`src/rtl/ex_muldiv.sv`:
```
// ============================================================================
//  Module   : ex_muldiv
//  Purpose  : Execute-stage iterative multiply/divide unit with operand
//             forwarding muxes and HI/LO registers. Build option
//             MD_EARLY_OUT_EN lets multiplies stop once the multiplier is spent.
//  Revision : 1.0  initial release
// ============================================================================
`default_nettype none

module ex_muldiv #(
    parameter int WIDTH = 32
) (
    input  logic             clk,
    input  logic             rst,
    input  logic [1:0]       forward_a,
    input  logic [1:0]       forward_b,
    input  logic [WIDTH-1:0] rd1_ex,
    input  logic [WIDTH-1:0] rd2_ex,
    input  logic [WIDTH-1:0] alu_result_mem,
    input  logic [WIDTH-1:0] result_wb,
    input  logic             md_start_ex,
    input  logic [2:0]       md_op_ex,
    output logic [WIDTH-1:0] src_a_ex,
    output logic [WIDTH-1:0] src_b_ex,
    output logic [WIDTH-1:0] hi_out,
    output logic [WIDTH-1:0] lo_out,
    output logic             md_busy,
    output logic             md_done
);

    localparam int              CNT_W  = $clog2(WIDTH + 1);
    localparam logic [CNT_W-1:0] c_LAST = CNT_W'(WIDTH - 1);

    localparam logic [2:0] c_OP_MULT  = 3'b001;
    localparam logic [2:0] c_OP_MULTU = 3'b010;
    localparam logic [2:0] c_OP_DIV   = 3'b011;
    localparam logic [2:0] c_OP_DIVU  = 3'b100;
    localparam logic [2:0] c_OP_MTHI  = 3'b101;
    localparam logic [2:0] c_OP_MTLO  = 3'b110;

    typedef enum logic [1:0] {
        IDLE = 2'd0,
        MUL  = 2'd1,
        DIV  = 2'd2
    } state_t;

    state_t r_state, w_state_next;

    logic [WIDTH-1:0]   r_hi, r_lo;
    logic               r_busy, r_done;
    logic [CNT_W-1:0]   r_cnt;
    logic [2*WIDTH-1:0] r_acc, r_mcand;
    logic [WIDTH-1:0]   r_mplier;
    logic [WIDTH-1:0]   r_rem, r_quo, r_dvsr, r_orig;
    logic               r_neg_q, r_neg_r, r_dz;

    // Forwarding: select 11 falls back to the register-file value
    always_comb begin
        case (forward_a)
            2'b01:   src_a_ex = result_wb;
            2'b10:   src_a_ex = alu_result_mem;
            default: src_a_ex = rd1_ex;
        endcase
        case (forward_b)
            2'b01:   src_b_ex = result_wb;
            2'b10:   src_b_ex = alu_result_mem;
            default: src_b_ex = rd2_ex;
        endcase
    end

    logic             w_is_mul, w_is_div, w_signed, w_a_neg, w_b_neg;
    logic [WIDTH-1:0] w_a_mag, w_b_mag;

    assign w_is_mul = (md_op_ex == c_OP_MULT) || (md_op_ex == c_OP_MULTU);
    assign w_is_div = (md_op_ex == c_OP_DIV)  || (md_op_ex == c_OP_DIVU);
    assign w_signed = (md_op_ex == c_OP_MULT) || (md_op_ex == c_OP_DIV);
    assign w_a_neg  = w_signed & src_a_ex[WIDTH-1];
    assign w_b_neg  = w_signed & src_b_ex[WIDTH-1];
    assign w_a_mag  = w_a_neg ? ('0 - src_a_ex) : src_a_ex;
    assign w_b_mag  = w_b_neg ? ('0 - src_b_ex) : src_b_ex;

    // Shift-add multiply step
    logic [2*WIDTH-1:0] w_acc_next, w_prod;
    logic               w_mul_last;

    assign w_acc_next = r_acc + (r_mplier[0] ? r_mcand : '0);
    assign w_prod     = r_neg_q ? ('0 - w_acc_next) : w_acc_next;
`ifdef MD_EARLY_OUT_EN
    assign w_mul_last = (r_cnt == c_LAST) || (r_mplier[WIDTH-1:1] == '0);
`else
    assign w_mul_last = (r_cnt == c_LAST);
`endif

    // Restoring divide step on a WIDTH+1-bit partial remainder
    logic [WIDTH:0]   w_shifted, w_diff;
    logic [WIDTH-1:0] w_rem_next, w_quo_next, w_q_fix, w_r_fix;
    logic             w_div_last;

    assign w_shifted  = {r_rem, r_quo[WIDTH-1]};
    assign w_diff     = w_shifted - {1'b0, r_dvsr};
    assign w_rem_next = w_diff[WIDTH] ? w_shifted[WIDTH-1:0] : w_diff[WIDTH-1:0];
    assign w_quo_next = {r_quo[WIDTH-2:0], ~w_diff[WIDTH]};
    assign w_q_fix    = r_neg_q ? ('0 - w_quo_next) : w_quo_next;
    assign w_r_fix    = r_neg_r ? ('0 - w_rem_next) : w_rem_next;
    assign w_div_last = (r_cnt == c_LAST);

    always_comb begin
        w_state_next = r_state;
        case (r_state)
            IDLE: begin
                if (md_start_ex && w_is_mul)      w_state_next = MUL;
                else if (md_start_ex && w_is_div) w_state_next = DIV;
            end
            MUL:     if (w_mul_last) w_state_next = IDLE;
            DIV:     if (w_div_last) w_state_next = IDLE;
            default: w_state_next = IDLE;
        endcase
    end

    always_ff @(posedge clk) begin
        if (rst) begin
            r_state <= IDLE;
            r_busy  <= 1'b0;
            r_done  <= 1'b0;
        end else begin
            r_state <= w_state_next;
            r_busy  <= (w_state_next != IDLE);
            r_done  <= ((r_state == MUL) && w_mul_last) || ((r_state == DIV) && w_div_last);
        end
    end

    always_ff @(posedge clk) begin
        if (rst) begin
            r_hi     <= '0;
            r_lo     <= '0;
            r_cnt    <= '0;
            r_acc    <= '0;
            r_mcand  <= '0;
            r_mplier <= '0;
            r_rem    <= '0;
            r_quo    <= '0;
            r_dvsr   <= '0;
            r_orig   <= '0;
            r_neg_q  <= 1'b0;
            r_neg_r  <= 1'b0;
            r_dz     <= 1'b0;
        end else begin
            case (r_state)
                IDLE: begin
                    if (md_start_ex) begin
                        if (w_is_mul) begin
                            r_acc    <= '0;
                            r_mcand  <= {{WIDTH{1'b0}}, w_a_mag};
                            r_mplier <= w_b_mag;
                            r_neg_q  <= w_a_neg ^ w_b_neg;
                            r_cnt    <= '0;
                        end else if (w_is_div) begin
                            r_rem   <= '0;
                            r_quo   <= w_a_mag;
                            r_dvsr  <= w_b_mag;
                            r_neg_q <= w_a_neg ^ w_b_neg;
                            r_neg_r <= w_a_neg;
                            r_orig  <= src_a_ex;
                            r_dz    <= (src_b_ex == '0);
                            r_cnt   <= '0;
                        end else if (md_op_ex == c_OP_MTHI) begin
                            r_hi <= src_a_ex;
                        end else if (md_op_ex == c_OP_MTLO) begin
                            r_lo <= src_a_ex;
                        end
                    end
                end
                MUL: begin
                    r_acc    <= w_acc_next;
                    r_mcand  <= r_mcand << 1;
                    r_mplier <= r_mplier >> 1;
                    r_cnt    <= r_cnt + 1'b1;
                    if (w_mul_last) begin
                        r_hi <= w_prod[2*WIDTH-1:WIDTH];
                        r_lo <= w_prod[WIDTH-1:0];
                    end
                end
                DIV: begin
                    r_rem <= w_rem_next;
                    r_quo <= w_quo_next;
                    r_cnt <= r_cnt + 1'b1;
                    // Divide by zero reports the raw dividend, not a sign-fixed one
                    if (w_div_last) begin
                        r_hi <= r_dz ? r_orig : w_r_fix;
                        r_lo <= r_dz ? '1     : w_q_fix;
                    end
                end
                default: ;
            endcase
        end
    end

    assign hi_out  = r_hi;
    assign lo_out  = r_lo;
    assign md_busy = r_busy;
    assign md_done = r_done;

endmodule

`default_nettype wire

```
`config.mk`:
```
export PLATFORM = sky130hd
export DESIGN_NAME = ex_muldiv
export DESIGN_NICKNAME = d
export VERILOG_FILES = /design/src/rtl/ex_muldiv.sv
export SDC_FILE = /design/constraint.sdc
export NUM_CORES = 1
export LEC_CHECK = 0
export ABC_AREA = 1
export BUFFER_PORTS_ARGS = -buffer_cell sky130_fd_sc_hd__buf_2
export CAP_MARGIN = 10
export CORE_UTILIZATION = 40
export CTS_BUF_LIST = sky130_fd_sc_hd__clkbuf_4
export DETAILED_ROUTE_END_ITERATION = 12
export PLACE_DENSITY = 0.64
export SETUP_SLACK_MARGIN = 0.5
export SLEW_MARGIN = 20
export SYNTH_ARGS = -nofsm -noshare
export SYNTH_HDL_FRONTEND = slang
export SYNTH_SLANG_ARGS = --single-unit
```
`constraint.sdc`:
```
create_clock -name clk -period 6.8 [get_ports clk]
set_input_delay 0 -clock clk [delete_from_list [all_inputs] [get_ports clk]]
set_output_delay 0 -clock clk [all_outputs]
set_load 0.02 [all_outputs]
```
# Yosys cells after proc, flatten, opt, wreduce, memory -nomap -nowiden
# Cells that the tools add are included.
[word_totals] ff_bits=365 input_bits=138 out_inout_bits=130 word_cells=130
[op_classes] n_addsub=8 eq_ne=24 n_mux=53 bitwise=5 n_reduce_logical=24
[ops] op="32-bit two-way mux" n=28
[ops] op="64-bit two-way mux" n=6
[ops] op="32-bit one-hot mux with 2 select lines" n=5
[ops] op="64-bit one-hot mux with 2 select lines" n=2
[ops] op="32-bit one-hot mux with 3 select lines" n=2
[ops] op="1-bit by 32-bit subtractor with 32-bit output (first input constant)" n=4
[ops] op="64-bit adder" n=1
[ops] op="1-bit by 64-bit subtractor with 64-bit output (first input constant)" n=1
[ops] op="33-bit by 32-bit subtractor with 33-bit output" n=1
[ops] op="32-bit zero test" n=1
[ops] op="2-bit inequality test (second input constant)" n=10
[ops] op="6-bit two-way mux" n=3
[ops] op="6-bit one-hot mux with 2 select lines" n=1
[ops] op="2-bit nonzero test" n=5
[ops] op="3-bit == test (second input constant)" n=3
[ops] op="3-bit AND reduction" n=3
[ops] op="4-bit AND reduction" n=2
[ops] op="8-bit AND reduction" n=1
[ops] op="7-bit AND reduction" n=1
[ops] op="6-bit by 1-bit adder with 6-bit output (second input constant)" n=1
[ops] op="2-bit by 1-bit == test with 1-bit output (second input constant)" n=3
[ops] op="2-bit == test (second input constant)" n=3
[ops] op="3-bit by 2-bit == test with 1-bit output (second input constant)" n=2
[ops] op="6-bit by 5-bit == test with 1-bit output (second input constant)" n=1
[ops] op="13 further kinds" n=24

# Depth between registers and ports, before layout
[depth] word_depth=8 depth_mapped=33 depth_no_buf=31

# Worst setup path before layout
# No wires, ideal clock.
[synth_timing] path_type="reg-to-reg" startpoint="reg r_quo[31]" endpoint="reg r_lo[30] (netlist: lo_out[30])" setup_ps=119 arrival_ps=4126 required_ps=6681 slack_ps=2554 path_stages_with_launch=34 n_path_buf=2 synth_period_minus_slack_ps=4246 path_cell_list="dfxtp_1 inv_1 ha_1 fa_1 inv_1 nand3_1 nand2_2 nand2_2 nand2_2 nand2_2 nand2_2 nand2_4 nand2_4 nand2_4 nand2_4 buf_12 buf_2 ha_1 inv_1 nor3_1 nand2_1 nor3_1 nand2_1 nor2_1 nand4_1 nand2_1 o21ai_0 nor2_1 o21ai_0 xor2_1 o21ai_0 o31ai_1 nand2_1 a21oi_1"
[synth_via] elab_chain_len=7
[synth_rtl] element="from (decl)" line_no="54" source="logic [WIDTH-1:0] r_rem, r_quo, r_dvsr, r_orig;"
[synth_rtl] element="from (signal assigned)" line_no="159" source="r_quo <= w_a_mag;"
[synth_rtl] element="from (signal assigned)" line_no="185" source="r_quo <= w_quo_next;"
[synth_rtl] element="33-bit by 32-bit subtractor with 33-bit output" line_no="100" source="assign w_diff = w_shifted - {1'b0, r_dvsr};"
[synth_rtl] element="1-bit NOT" line_no="102" source="assign w_quo_next = {r_quo[WIDTH-2:0], ~w_diff[WIDTH]};"
[synth_rtl] element="1-bit by 32-bit subtractor with 32-bit output" line_no="103" source="assign w_q_fix = r_neg_q ? ('0 - w_quo_next) : w_quo_next;"
[synth_rtl] element="32-bit two-way mux" line_no="103"
[synth_rtl] element="32-bit two-way mux" line_no="190" source="r_lo <= r_dz ? '1 : w_q_fix;"
[synth_rtl] element="32-bit two-way mux" line_no="188" source="if (w_div_last) begin"
[synth_rtl] element="32-bit one-hot mux with 3 select lines" line_no="148" source="case (r_state)"
[synth_rtl] element="to (signal assigned)" line_no="169" source="r_lo <= src_a_ex;"
[synth_rtl] element="to (signal assigned)" line_no="180" source="r_lo <= w_prod[WIDTH-1:0];"
[synth_rtl] element="to (signal assigned)" line_no="190"
[synth_rtl] element="to (decl)" line_no="49" source="logic [WIDTH-1:0] r_hi, r_lo;"
# No other way between the ends. The select of a mux whose other input is x is not followed.
# A chain may end at the register's enable or synchronous reset.

# Worst setup path in the final report
# Same ends and word-level chain as after synthesis.

==> metrics.txt <==
Leak=19.5 nW; Slew @ Worst Pin=about 1.3 ns; routed len/inst=slightly above 20 um; Syn Nets=5863; Synth Instances=5614; crit end category=flop; final worst-path cycle share=77.7%; Yosys warnings=0; largest net degree at the start of global routing=93; post-route minimum period=5.29 ns; # clock sinks=365; post-synth top area share=23.1%; Num CTS Buffers=roughly 110; Hold Buf Count CTS=152; number of gates resized after CTS=0; commonest cells after routing, fill and taps aside=nand2_1, inv_1, nor2_1; crit-path max cell delay=0.46 ns; Core Region=77800 um^2; Seq/Total Area, Yosys=23.1%; Post-CTS Setup Inserts=0; share of cells above drive strength 1=10.4%; Max FO, Critical Path=39; Arrival @ worst endpoint=6.13 ns; number of global-route vias before repair=34389; Most common cell on crit path=nand2_2; Clock Skew=0.0866 ns; IO buf count=around 270; vias per cell=roughly 5.5; critical path class=flop to flop; htree depth=3; worst rel slew slack=between 10% and 20%; Hold WC Path Type=primary input to flop; outcome=finished, final reports clean; clk_lat worst skew=0.97 ns; flops & latches, synth=365; Fmax achieved=189 MHz; max-cap violations=0; Die X-Extent=283 um; cell row count=102; CP Data Required Time=7.64 ns; CTS clk-pin slew, worst paths=about 0.070 ns; RSZ-0062 raised after global routing=no; DR iter-0 viols=4614; GRT Overall Usage=34.5%; biggest registers after layout=r_acc: 64 flops, r_mcand: 64 flops; setup TNS=0 ns; Initial Util=40.7%; die height=between 200 and 300 um; Synth cell types=62; fin cells=7102; synth top area cells=dfxtp_1, nand2_1, inv_1; gpl congestion=1.04; Cell Area, Synth=31700 um^2; drc violations=0; Avg Inst Size Synth=5.64 um^2; Inst Count DP=6742; Nets=6213; CTS tree=built; Synth area leader=dfxtp_1; final wirelength=about 140 mm; initial antenna violation count=27; GRT overflow=0; clk buf depth=3; first-pass GRT wire length=212 mm; final hold vios=0; maximum vdd drop=0.127 mV; slowest CP cell=nand2_4; critical path startpoint category=flop; io pins=268; layout overhead on the synthesized area=15.8%; antenna-violating nets left=0; DP Wirelength=approximately 110 mm; Die Area=80300 um^2; PwrDens=192 nW/um^2; vias=38720; Final Max Tran Viols=0; commonest non-fill, non-tap cell in the layout=nand2_1; total iterations of the first detailed-routing run=6; final number of setup-violating endpoints=0; CTS root buffer=clkbuf_4; Fillers=8711
-- path summary, 6_finish.rpt --
check	start	endpoint	slack (ns)	cells after the start
hold reg to reg	r_mplier[11]	r_mplier[10]	0.43	2
setup reg to reg	r_quo[31]	lo_out[30]	1.51	31
setup / recovery	r_quo[31]	lo_out[30]	1.51	31
hold / removal	result_wb[8]	r_orig[8]	0.08	6
-- synthesized netlist by cell type (all sizes together) --
library cell     n
a211oi           5
a21o             3
a21oi          482
a221o           41
a221oi           2
a22o             2
a22oi           23
a31o             1
a31oi           28
a32o             7
and2             5
buf             62
clkbuf         165
clkinv           7
dfxtp          365
fa               2
ha             109
inv            787
nand2         1885
nand3          311
nand3b          20
nand4           70
nor2           596
nor3            55
nor3b            2
nor4             8
o2111ai          1
o211ai          16
o21a            15
o21ai          387
o21bai          16
o221ai           2
o22ai           23
o311ai           1
o31ai            8
or2             14
or4              1
xnor2           14
xor2            73
-- through the flow --
stage          cell area [um^2]  total power, mW  setup WS [ns]  hold WS (ns)  util (%)
6_report                  36700             7.03           1.51        0.0783      47.1
5_1_grt                   36600             7.33          0.948        0.0869      47.1
4_1_cts                   36600             6.96           1.63       0.00161      47.0
3_5_place_dp              33700             4.64           1.61         0.436      43.3
3_3_place_gp              33700             4.65           1.76         0.434      43.3
2_1_floorplan             31700             3.81           2.55         0.166         -
-- final cells by class --
class / count / area, um^2 / share of cell area, %
antenna: 11 / 27.5 / 0.0751
clock inverter: 36 / 158 / 0.430
clock buffer: 161 / 1210 / 3.30
tap: 1040 / 1300 / 3.55
inverter: 794 / 2990 / 8.15
multi-input combinational: 4228 / 20400 / 55.8
timing repair buffer: 467 / 3230 / 8.80
sequential: 365 / 7310 / 19.9
-- layer usage --
layer	part of all wire [%]	vias to the layer above	global-route usage, %
li1	-	18732	-
met1	44	17618	47.9
met2	39	1955	47.4
met3	12	379	11.4
met4	4.7	36	16.1
met5	0.20	-	0.536
-- where the power goes --
group          total [mW]  leakage [nW]  internal (mW)  switching [mW]
Combinational        2.48          15.7          0.706            1.77
Clock                2.19         0.810           1.08            1.11
Sequential           2.36          2.96           2.25           0.106
Total                7.03          19.5           4.04            2.99
-- critical path: cells and delay by family, from the launching register on --
family                     cells  cell delay, ns
AOI/OAI and AO/OA              5            0.59
xor gates and xnor gates       1            0.19
adders and majority gates      3            0.91
buffers and inverters          3            0.22
DFF                            1            0.37
and+or+nand+nor               19            2.94
-- cell families after synthesis --
| family | count (synthesis) | synth area share [%] |
|---|---|---|
| AO/OA/AOI/OAI | 1063 | 18.8 |
| AND/OR/NAND/NOR | 2967 | 38.7 |
| flip-flops | 365 | 23.1 |
| buffers and inverters | 1021 | 12.5 |
| XOR/XNOR | 87 | 2.41 |
| adder cells (fa/ha/maj) | 111 | 4.43 |
(Power assumes the default switching activity.)
